[src/rtl/sram_row_ctrl_if.sv]
// Request/response and array-side signals of the SRAM row access sequencer.
// The master side drives requests and the row array; the controller is the slave.
interface sram_row_ctrl_if #(
  parameter int N      = 8,
  parameter int ROWS   = 8,
  parameter int ADDR_W = 3
);
  // Handshake: a request transfers on a rising edge where req_valid && req_ready;
  // rsp_valid is a one-cycle pulse with no backpressure.
  logic              req_valid;
  logic              req_ready;
  logic              req_write;
  logic [ADDR_W-1:0] req_addr;
  logic [N-1:0]      req_wdata;
  logic              rsp_valid;
  logic              rsp_err;
  logic [N-1:0]      rsp_rdata;
  logic [ROWS-1:0]   row_select;
  logic              write_enable;
  logic [N-1:0]      mem_data_in;
  logic [ROWS*N-1:0] mem_data_out;

  modport master (
    output req_valid, req_write, req_addr, req_wdata, mem_data_out,
    input  req_ready, rsp_valid, rsp_err, rsp_rdata, row_select, write_enable, mem_data_in
  );

  modport slave (
    input  req_valid, req_write, req_addr, req_wdata, mem_data_out,
    output req_ready, rsp_valid, rsp_err, rsp_rdata, row_select, write_enable, mem_data_in
  );
endinterface

[src/rtl/sram_row_ctrl.sv]
// Single-request access sequencer in front of an SRAM row array: setup / pulse / hold
// write timing and a registered read response, with every array-facing output registered.
module sram_row_ctrl #(
  parameter int N         = 8,
  parameter int ROWS      = 8,
  parameter int ADDR_W    = 3,
  parameter int WE_CYCLES = 1
) (
  input  logic           clk,
  input  logic           rst,
  sram_row_ctrl_if.slave bus,
  output logic [2:0]     dbg_state
);
  typedef enum logic [2:0] {
    IDLE   = 3'd0,
    SETUP  = 3'd1,
    PULSE  = 3'd2,
    HOLD   = 3'd3,
    SAMPLE = 3'd4,
    RESP   = 3'd5
  } state_t;

  localparam int CNT_W = $clog2(WE_CYCLES) + 1;
  localparam logic [ADDR_W:0] ROWS_EXT = (ADDR_W + 1)'(ROWS);

  state_t          state, state_nxt;
  logic [CNT_W-1:0] cnt, cnt_nxt;
  logic            write_q, write_nxt;
  logic            err_q, err_nxt;
  logic [ROWS-1:0] sel_q, sel_nxt;
  logic            we_q, we_nxt;
  logic [N-1:0]    din_q, din_nxt;
  logic            rv_q, rv_nxt;
  logic            re_q, re_nxt;
  logic [N-1:0]    rd_q, rd_nxt;
  logic [N-1:0]    rd_mux;
  logic            in_range;

  assign in_range = ({1'b0, bus.req_addr} < ROWS_EXT);

  // The held one-hot select picks the row, so the mux never indexes past the array.
  always_comb begin
    rd_mux = '0;
    for (int r = 0; r < ROWS; r++) begin
      if (sel_q[r]) rd_mux = rd_mux | bus.mem_data_out[r*N +: N];
    end
  end

  always_ff @(posedge clk or posedge rst) begin
    if (rst) begin
      state   <= IDLE;
      cnt     <= '0;
      write_q <= 1'b0;
      err_q   <= 1'b0;
      sel_q   <= '0;
      we_q    <= 1'b0;
      din_q   <= '0;
      rv_q    <= 1'b0;
      re_q    <= 1'b0;
      rd_q    <= '0;
    end else begin
      state   <= state_nxt;
      cnt     <= cnt_nxt;
      write_q <= write_nxt;
      err_q   <= err_nxt;
      sel_q   <= sel_nxt;
      we_q    <= we_nxt;
      din_q   <= din_nxt;
      rv_q    <= rv_nxt;
      re_q    <= re_nxt;
      rd_q    <= rd_nxt;
    end
  end

  always_comb begin
    state_nxt = state;
    cnt_nxt   = cnt;
    write_nxt = write_q;
    err_nxt   = err_q;
    sel_nxt   = sel_q;
    we_nxt    = 1'b0;
    din_nxt   = din_q;
    rv_nxt    = 1'b0;
    re_nxt    = 1'b0;
    rd_nxt    = '0;
    case (state)
      IDLE: begin
        // rst holds the registers cleared, so reaching here implies req_ready.
        if (bus.req_valid) begin
          state_nxt = SETUP;
          write_nxt = bus.req_write;
          err_nxt   = !in_range;
          sel_nxt   = in_range ? (ROWS'(1) << bus.req_addr) : '0;
          if (bus.req_write) din_nxt = bus.req_wdata;
        end
      end
      SETUP: begin
        if (write_q) begin
          state_nxt = PULSE;
          cnt_nxt   = CNT_W'(WE_CYCLES - 1);
          we_nxt    = !err_q;
        end else begin
          state_nxt = SAMPLE;
        end
      end
      PULSE: begin
        if (cnt == '0) begin
          state_nxt = HOLD;
          rv_nxt    = 1'b1;
          re_nxt    = err_q;
        end else begin
          cnt_nxt = cnt - CNT_W'(1);
          we_nxt  = !err_q;
        end
      end
      HOLD: begin
        state_nxt = IDLE;
        sel_nxt   = '0;
      end
      SAMPLE: begin
        state_nxt = RESP;
        sel_nxt   = '0;
        rv_nxt    = 1'b1;
        re_nxt    = err_q;
        rd_nxt    = rd_mux;
      end
      RESP: begin
        state_nxt = IDLE;
      end
      default: begin
        state_nxt = IDLE;
        sel_nxt   = '0;
      end
    endcase
  end

  assign bus.req_ready    = (state == IDLE) && !rst;
  assign bus.row_select   = sel_q;
  assign bus.write_enable = we_q;
  assign bus.mem_data_in  = din_q;
  assign bus.rsp_valid    = rv_q;
  assign bus.rsp_err      = re_q;
  assign bus.rsp_rdata    = rd_q;
  assign dbg_state        = state;
endmodule

[src/flat_wrapper.sv]
// flat-port wrapper written by rule: the top's interface ports become plain ports
module sram_row_ctrl_flat 
#(
  parameter int N         = 8,
  parameter int ROWS      = 8,
  parameter int ADDR_W    = 3,
  parameter int WE_CYCLES = 1
)
  (clk, rst, dbg_state, bus_req_valid, bus_req_write, bus_req_addr, bus_req_wdata, bus_mem_data_out, bus_req_ready, bus_rsp_valid, bus_rsp_err, bus_rsp_rdata, bus_row_select, bus_write_enable, bus_mem_data_in);
  sram_row_ctrl_if #(.N(N), .ROWS(ROWS), .ADDR_W(ADDR_W)) bus_i ();
  input  logic clk;
  input  logic rst;
  output logic [2:0] dbg_state;
  input wire logic [$bits(bus_i.req_valid)-1:0] bus_req_valid;
  input wire logic [$bits(bus_i.req_write)-1:0] bus_req_write;
  input wire logic [$bits(bus_i.req_addr)-1:0] bus_req_addr;
  input wire logic [$bits(bus_i.req_wdata)-1:0] bus_req_wdata;
  input wire logic [$bits(bus_i.mem_data_out)-1:0] bus_mem_data_out;
  output wire logic [$bits(bus_i.req_ready)-1:0] bus_req_ready;
  output wire logic [$bits(bus_i.rsp_valid)-1:0] bus_rsp_valid;
  output wire logic [$bits(bus_i.rsp_err)-1:0] bus_rsp_err;
  output wire logic [$bits(bus_i.rsp_rdata)-1:0] bus_rsp_rdata;
  output wire logic [$bits(bus_i.row_select)-1:0] bus_row_select;
  output wire logic [$bits(bus_i.write_enable)-1:0] bus_write_enable;
  output wire logic [$bits(bus_i.mem_data_in)-1:0] bus_mem_data_in;
  assign bus_i.req_valid = bus_req_valid;
  assign bus_i.req_write = bus_req_write;
  assign bus_i.req_addr = bus_req_addr;
  assign bus_i.req_wdata = bus_req_wdata;
  assign bus_i.mem_data_out = bus_mem_data_out;
  assign bus_req_ready = bus_i.req_ready;
  assign bus_rsp_valid = bus_i.rsp_valid;
  assign bus_rsp_err = bus_i.rsp_err;
  assign bus_rsp_rdata = bus_i.rsp_rdata;
  assign bus_row_select = bus_i.row_select;
  assign bus_write_enable = bus_i.write_enable;
  assign bus_mem_data_in = bus_i.mem_data_in;
  sram_row_ctrl #(.N(N), .ROWS(ROWS), .ADDR_W(ADDR_W), .WE_CYCLES(WE_CYCLES)) u_core (.clk(clk), .rst(rst), .bus(bus_i), .dbg_state(dbg_state));
endmodule
[config.mk]
export PLATFORM = sky130hd
export DESIGN_NAME = sram_row_ctrl_flat
export DESIGN_NICKNAME = d
export VERILOG_FILES = /design/src/rtl/sram_row_ctrl_if.sv /design/src/rtl/sram_row_ctrl.sv /design/src/flat_wrapper.sv
export SDC_FILE = /design/constraint.sdc
export NUM_CORES = 1
export LEC_CHECK = 0
export CAP_MARGIN = 15
export CORE_MARGIN = 1
export CORE_UTILIZATION = 25
export CTS_CLUSTER_SIZE = 40
export DETAILED_ROUTE_END_ITERATION = 6
export SLEW_MARGIN = 0
export SYNTH_ARGS = -nofsm -noshare
export SYNTH_HDL_FRONTEND = slang
export SYNTH_SLANG_ARGS = --single-unit
[constraint.sdc]
create_clock -name clk -period 1.44 [get_ports clk]
set_clock_uncertainty 0.2 [all_clocks]
set_input_delay 0.432 -clock clk [delete_from_list [all_inputs] [get_ports clk]]
set_output_delay 0.432 -clock clk [all_outputs]
set_load 0.01 [all_outputs]
Yosys cells after proc, flatten, opt, wreduce, memory -nomap -nowiden --
Index checks and enable logic that the tools add are counted. W data, S select, Z words.
Cells by class: add/subtract/negate cells 1, equality and inequality tests 7, shifts and indexed selects 1, muxes and demuxes 23, bitwise operators 8, reduce and logical (&&, ||, !) cells 10
Operator list (count):
- $mux W8 | 10
- $or A8 B8 Y8 | 7
- $pmux W8 S2 | 1
- $pmux W3 S4 | 1
- $mux W3 | 3
- $reduce_and A2 Y1 | 4
- $shl A1 B3 Y8 const A | 1
- $eq A3 B3 Y1 const B | 2
- $pmux W1 S2 | 3
- $mux W1 | 5
- $ne A2 B2 Y1 const B | 2
- $eq A3 B1 Y1 const B | 1
- $eq A3 B2 Y1 const B | 1
- $logic_not A3 Y1 | 1
- $reduce_and A3 Y1 | 1
- $reduce_or A3 Y1 | 1
- $ne A2 B1 Y1 const B | 1
- $reduce_bool A2 Y1 | 1
- $logic_and A1 B1 Y1 | 1
- $logic_not A1 Y1 | 1
- $not A1 Y1 | 1
- $sub A1 B1 Y1 const B | 1
Word-level totals: bits in registers 31, input bits 79, word-level logic and storage cells 58

Logic depth before layout (Yosys ltp) --
Gate-level depths: netlist of the first run.
depth in word-level cells 16, gate-level depth with buffers 4, gate-level depth less buffers 3

Worst setup path after synthesis of the first run --
OpenSTA, ideal clock, no wires.
kind register to output, from register u_core.state[2] (netlist: u_core.dbg_state[2]), to output port bus_req_ready, arrival 1061 ps, required time 808 ps, path slack -253 ps, stages on the path, launching flop included 3, path buffers 1, cell sequence dfrtp_1 -> buf_6 -> nor4_1
Between the ends: longest elaborated chain between the ends 2
RTL lines:
- start, declared | RTL line sram_row_ctrl.sv:26 | state_t state, state_nxt;
- start signal, assigned | RTL line sram_row_ctrl.sv:62 | state <= state_nxt;
- $logic_not A3 Y1 | RTL line sram_row_ctrl.sv:137 | assign bus.req_ready = (state == IDLE) && !rst;
- $logic_and A1 B1 Y1 | RTL line sram_row_ctrl.sv:137
- end, declared | RTL line flat_wrapper.sv:19 | output wire logic [$bits(bus_i.req_ready)-1:0] bus_req_ready;
No other way between the ends.

Worst setup path after layout of the first run --
Ends and elaborated chain as after synthesis.

==> metrics.yaml, run 1 <==
synthesis.nets: 211
power.static_leakage_nw: 1.377
detailed_place_hpwl_mm: 4.010
post-route-drc-count: 0
buffer_ports.inserted: 108
fin_nets: 351
timing.final.crit_period_ns: 1.773
placementRows: 28
final_max_slew_viol_count: 0
ys_seq_area_frac: 0.4721
synth_top_cells_by_count: "sky130_fd_sc_hd__a22oi_1 (32), sky130_fd_sc_hd__dfrtp_1 (30), sky130_fd_sc_hd__mux2_2 (17), sky130_fd_sc_hd__a41oi_1 (8), sky130_fd_sc_hd__clkbuf_1 (7)"
place_congestion: 0.6967
fin_ws_ns: -0.3334
clk-insertion-delay-late_ns: 0.28
synth.area.top_cells: "sky130_fd_sc_hd__dfrtp_1 (47%), sky130_fd_sc_hd__a22oi_1 (15%), sky130_fd_sc_hd__mux2_2 (12%)"
worstSetupEndpointType: "output pin"
worstPathRequired_ns: 0.81
power.ir.vdd_worst_v: 0.0008083
drt-pass1-iter-count: 4
asyncSetResetFlopFracSynth: 1.000
yosysUniqueCellTypes: 32
layout-drive-gt1-share: 0.4396
fin_total_pwr_w: 0.005080
grt_usage: 0.1764
global_route_wire_length_before_repair_mm: 8.769
antenna-diode-count: 0
critical_path_class: "flop to output pin"
number_of_routed_nets_with_antenna_violations: 0
netlist_area_mm2: 0.001590
post-route-period-util: 1.232
routed_wl_mm: 5.759
post-place-ws_ns: -0.8179
synth.avg_cell_area_um2: 12.05
syn2layout_area_growth_pct: 101.9
yosysWarningCount: 0
grt_overflow_total: 0
die_w_um: 81.76
core_mm2: 0.006026
min_path_type: "primary input to async pin"
layout.filler_cells: 558
run_status: "complete, but fails checks"
initial_utilization: 0.2639
ios: 110
violations: "negative setup slack"
die_footprint_mm2: 0.006684
synthDominantAreaCellType: "sky130_fd_sc_hd__dfrtp_1"
reg_clk_slew_reported_paths_ns: 0.07
ys_seq_elements: 30
pwr_density_cell_mw_per_mm2: 1582
worstPathArrival_ns: 1.14
via_count: 1682
holdBufCountCts: 0
grt_max_degree: 31
tns_ns: -7.139
ctsLongestPathBuffers: 2
drt_initial_violations: 41
worst_setup_path_start_kind: "flop"
timing.critical_path.fanout_max: 2
vias_per_cell: 4.833
cts_tree: "done"
die_height_um: 81.76
setup_violations: 31
first_global_vias: 1743
final_core_util: 0.5328
cts_htree_levels: 2
antenna_violations_before_repair: 0
cts.sinks: 30
synth_top_cell_area_share: 0.4721
route.detailed.wl_per_inst_um: 16.55
synthMostInstantiatedCell: "sky130_fd_sc_hd__a22oi_1"
synth_enable_flop_cells: 0
timing.max_cap.violations: 0
tritoncts.num_buffers: 5
timing.final.hold_violations: 0
grt_setup_unrepaired: "yes"
clockRootBuffer: "sky130_fd_sc_hd__clkbuf_8"
clock.fmax_mhz: 563.9
yosys_most_used_dff: "sky130_fd_sc_hd__dfrtp_1"
syn_inst: 132
[power by group]
group | switching (W) | internal (W)
Clock | 0.000350 | 0.000514
Combinational | 0.00126 | 0.00167
Sequential | 0.000155 | 0.00113
Total | 0.00177 | 0.00331
[final timing paths]
check	startpoint	end	slack, ns	cells after the start
worst max-delay path	u_core.dbg_state[2]$_DFFE_PP0P_	bus_req_ready	-0.33	2
worst min register to register	u_core.bus.mem_data_in[5]$_DFFE_PP0P_	u_core.bus.mem_data_in[5]$_DFFE_PP0P_	0.30	1
min in group clk	u_core.bus.mem_data_in[5]$_DFFE_PP0P_	u_core.bus.mem_data_in[5]$_DFFE_PP0P_	0.30	1
max in group asynchronous	rst	u_core.dbg_state[2]$_DFFE_PP0P_	0.70	3
worst max register to register	u_core.dbg_state[0]$_DFFE_PP0P_	u_core.bus.mem_data_in[1]$_DFFE_PP0P_	-0.31	5
worst min-delay path	rst	u_core.bus.write_enable$_DFF_PP0_	0.16	3
[layout make-up]
class                   count  area, µm²  area share
well taps                  75      93.84     0.02923
clock buffers               5      68.82     0.02143
repair buffers            145       1334      0.4154
inverters                   1      3.754    0.001169
clock inverters             3      45.04     0.01403
multi-input cells          89      913.4      0.2845
flip-flops and latches     30      752.0      0.2342
[flip-flops by register name (all words and copies together), names as in the netlist]
name	cells
u_core.write_q	1
u_core.bus.row_select	8
u_core.bus.write_enable	1
u_core.bus.rsp_valid	1
u_core.dbg_state	3
u_core.bus.mem_data_in	8
u_core.bus.rsp_rdata	8
[placed cells by master, fill, tap and decap left out, types with 2 or more instances in the layout]
cell type and count:
sky130_fd_sc_hd__buf_4 23, sky130_fd_sc_hd__dfrtp_1 29, sky130_fd_sc_hd__mux2_2 9, sky130_fd_sc_hd__buf_2 20
sky130_fd_sc_hd__nor3_2 2, sky130_fd_sc_hd__clkinvlp_4 2, sky130_fd_sc_hd__and3b_1 2, sky130_fd_sc_hd__buf_6 22
sky130_fd_sc_hd__a22oi_1 32, sky130_fd_sc_hd__dlygate4sd2_1 2, sky130_fd_sc_hd__a41oi_2 8, sky130_fd_sc_hd__mux2_4 8
sky130_fd_sc_hd__and3b_2 2, sky130_fd_sc_hd__clkbuf_8 5, sky130_fd_sc_hd__nor2_1 4, sky130_fd_sc_hd__nor3b_2 2
sky130_fd_sc_hd__nand2_1 2, sky130_fd_sc_hd__clkdlybuf4s50_1 76
[critical path, cell delays in order, from the launching register on]
cell                      delay, ns
sky130_fd_sc_hd__dfrtp_2       0.43
sky130_fd_sc_hd__nor4_4        0.26
sky130_fd_sc_hd__buf_2         0.16
[cell families (layout without fill, tap and decap cells)]
family	after synthesis	in the layout	synth area share
DFF	30	30	0.4721
AOI/OAI and AO/OA	43	43	0.2164
xor gates and xnor gates	1	1	0.005508
muxes	18	18	0.1267
and+or+nand+nor	25	26	0.1227
other	1	1	0.002358
buffers and inverters	14	154	0.05428
[metal layers]
layer  global-route usage  routed length [µm]  vias to the layer above
li1                     -                   -                      793
met1               0.2214                2350                      835
met2               0.2975                3086                       45
met3              0.03778                 250                        9
met4              0.05965                  72                        0
met5                    0                   0                        -
[timing repair]
action	in CTS	in global routing
pin swaps	4	3
cloned	2	0
setup buffers	14	2
gates resized for setup	164	7
endpoints found under the setup margin	55	54
[per-stage QoR]
step | cells | hold WS (ns) | cell area, µm²
after floorplan | 132 | 0.3072 | 1617
after global placement | 322 | 0.2864 | 2861
after detailed placement | 322 | 0.2925 | 2861
after CTS | 346 | 0.1698 | 3157
after global routing | 348 | 0.2071 | 3211
final | 348 | 0.1609 | 3211
Note: power is estimated with default switching activity, not from simulation.
==> inputs of run 2 (changes only) <==
--- a/config.mk
+++ b/config.mk
@@ -6,10 +6,14 @@
 export NUM_CORES = 1
 export LEC_CHECK = 0
 export CAP_MARGIN = 15
+export CELL_PAD_IN_SITES_DETAIL_PLACEMENT = 0
+export CELL_PAD_IN_SITES_GLOBAL_PLACEMENT = 1
 export CORE_MARGIN = 1
-export CORE_UTILIZATION = 25
+export CORE_UTILIZATION = 23
 export CTS_CLUSTER_SIZE = 40
 export DETAILED_ROUTE_END_ITERATION = 6
+export GPL_TIMING_DRIVEN = 0
+export PLACE_DENSITY_LB_ADDON = 0.1
 export SLEW_MARGIN = 0
 export SYNTH_ARGS = -nofsm -noshare
 export SYNTH_HDL_FRONTEND = slang
==> run 2 against run 1 <==
  * The run still ends with negative setup slack left
  * Power down 3.1%
  * Global-route usage down 1.1 points
  * Via count down 2.4%
  * Wire length up 4.7%
  * Combinational power down 3%
  * Flip-flop and latch count unchanged
  * Hold slack better by 0.14 ns
  * Cell count down 2.0%
  * Die area up 8.5%
  * Largest cell class unchanged
  * Largest power group unchanged
  * Highest routed layer unchanged
==> metrics.yaml, run 2 (synthesis gave the netlist of run 1 again) <==
ios: 110
post-route-period-util: 1.292
post-place-ws_ns: -0.7816
syn2layout_area_growth_pct: 97.25
drt_initial_violations: 49
timing.reg2reg.setup_slack_ns: -0.32
worstSetupEndpointType: "output pin"
worstHoldPathCells: 1
slew_headroom: 0.6602
setup_violations: 31
antenna-diode-count: 0
route.detailed.wl_per_inst_um: 17.69
vias_per_cell: 4.812
layout_commonest_cell: "sky130_fd_sc_hd__clkdlybuf4s50_1"
final_max_slew_viol_count: 0
fin_ws_ns: -0.4204
clock.fmax_mhz: 537.5
timing.reg2reg.worst_path_depth: 5
cts.sinks: 30
worst_setup_path_start_kind: "primary input"
layout-drive-gt1-share: 0.4053
grt_max_degree: 17
drt-pass1-iter-count: 4
grt_usage: 0.1656
number_of_routed_nets_with_antenna_violations: 0
hold-path-endpoint: "u_core.bus.mem_data_in[5]$_DFFE_PP0P_"
cts_tree: "done"
core_mm2: 0.006495
worstPathRequired_ns: 0.81
hold_path_origin: "u_core.bus.mem_data_in[5]$_DFFE_PP0P_"
timing.final.crit_period_ns: 1.860
final_cell_mix: "sky130_fd_sc_hd__clkdlybuf4s50_1 (77), sky130_fd_sc_hd__a22oi_1 (32), sky130_fd_sc_hd__dfrtp_1 (29)"
placementRows: 29
max_slew.worst_pin.slew_ns: 0.5097
pwr_density_cell_mw_per_mm2: 1570
timing.final.hold_violations: 0
clockRootBuffer: "sky130_fd_sc_hd__clkbuf_8"
place_congestion: 0.7064
power.ir.vdd_worst_v: 0.001218
grt_overflow_total: 0
die_height_um: 85.15
die_footprint_mm2: 0.007251
violations: "negative setup slack"
antenna_violations_before_repair: 0
min_path_type: "flop to flop"
worstPathArrival_ns: 1.23
ctsLongestPathBuffers: 2
timing.critical_path.fanout_max: 2
cts_htree_levels: 2
global_route_wire_length_before_repair_mm: 9.142
die_w_um: 85.15
via_count: 1641
grt_setup_unrepaired: "yes"
critical_path_class: "primary input to output pin"
first_global_vias: 1749
reg_clk_slew_reported_paths_ns: 0.07
power.static_leakage_nw: 1.325
holdBufCountCts: 0
routed_wl_mm: 6.031
dpl.cell_count: 318
post-route-drc-count: 0
post_layout_nonfiller_instances: 341
fin_nets: 342
initial_utilization: 0.2448
buffer_ports.inserted: 108
run_status: "complete, but fails checks"
timing.max_cap.violations: 0
crit-reg2reg-launch: "u_core.dbg_state[0]$_DFFE_PP0P_"
clk-insertion-delay-late_ns: 0.28
timing.rr.end: "u_core.bus.mem_data_in[3]$_DFFE_PP0P_"
tritoncts.num_buffers: 5
detailed_place_hpwl_mm: 4.129
[run 2: changes by cell type in the layout (fill, tap and decap cells not counted), sizes merged]
cell           delta
dlygate4sd2       -1
clkdlybuf4s50     +1
bufinv            -1
buf              -17
inv               -1
clkinvlp          -1
clkbuf           +11
[run 2: layout make-up]
type,instances,area (µm²)
inverters,1,7.507
well taps,77,96.34
multi-input cells,89,923.4
repair buffers,124,1157
flip-flops and latches,30,752.0
clock buffers,8,110.1
fillers,599,3358
plain buffers,12,90.09
[run 2: what timing repair did]
action | in CTS | in global routing
setup buffers | 13 | 3
gates resized for setup | 152 | 19
endpoints found under the setup margin | 54 | 63
pin swaps | 4 | 5
gates cloned | 1 | 0
[run 2: through the flow]
step | cell area (µm²) | utilization | power (W) | hold slack, ns | setup TNS (ns)
floorplan | 1617 | - | 0.002565 | 0.3072 | -2.022
global placement | 2794 | 0.4302 | 0.003635 | 0.2863 | -36.35
detailed placement | 2821 | 0.4344 | 0.003653 | 0.2964 | -20.00
CTS | 3053 | 0.4700 | 0.004815 | 0.3024 | -7.106
global route | 3137 | 0.4830 | 0.005229 | 0.3216 | -8.315
finish | 3137 | 0.4830 | 0.004925 | 0.2993 | -6.513
[run 2: report_power, final]
part | switching (W) | leakage [nW] | internal [W]
logic | 0.00128 | 0.875 | 0.00157
registers | 0.000144 | 0.392 | 0.00113
clock network | 0.000318 | 0.0575 | 0.000482
total | 0.00174 | 1.33 | 0.00318
[run 2: routing by layer]
metal / track usage / up-vias / part of all wire
met4: 0.04160 / 0 / 0.0068
li1: - / 781 / -
met1: 0.1985 / 778 / 0.42
met5: 0 / - / 0
met2: 0.2947 / 78 / 0.49
met3: 0.04280 / 4 / 0.090
[run 2: critical path, cell delays in order]
cell and delay (ns):
sky130_fd_sc_hd__clkdlybuf4s50_1 0.49, sky130_fd_sc_hd__nor4_4 0.15, sky130_fd_sc_hd__buf_2 0.16
[run 2: how the worst max path moves through the flow]
stage                                    start                                    end  slack, ns  cells after the start
2_1_floorplan  u_core.dbg_state[1]$_DFFE_PP0P_  u_core.bus.mem_data_in[0]$_DFFE_PP0P_      -0.11                      4
5_1_grt        u_core.dbg_state[2]$_DFFE_PP0P_                          bus_req_ready      -0.47                      3
4_1_cts        u_core.dbg_state[2]$_DFFE_PP0P_                          bus_req_ready      -0.44                      3
3_3_place_gp                               rst        u_core.dbg_state[2]$_DFFE_PP0P_      -0.88                      2
6_report                                   rst                          bus_req_ready      -0.42                      3
3_5_place_dp                               rst                          bus_req_ready      -0.78                      3
==> inputs of run 3 (changes only) <==
--- a/config.mk
+++ b/config.mk
@@ -8,7 +8,6 @@
 export CAP_MARGIN = 15
 export CELL_PAD_IN_SITES_DETAIL_PLACEMENT = 0
 export CELL_PAD_IN_SITES_GLOBAL_PLACEMENT = 1
-export CORE_MARGIN = 1
 export CORE_UTILIZATION = 23
 export CTS_CLUSTER_SIZE = 40
 export DETAILED_ROUTE_END_ITERATION = 6
==> results of run 3 <==
The final DEF is identical to that of run 2; final timing and power are the same.
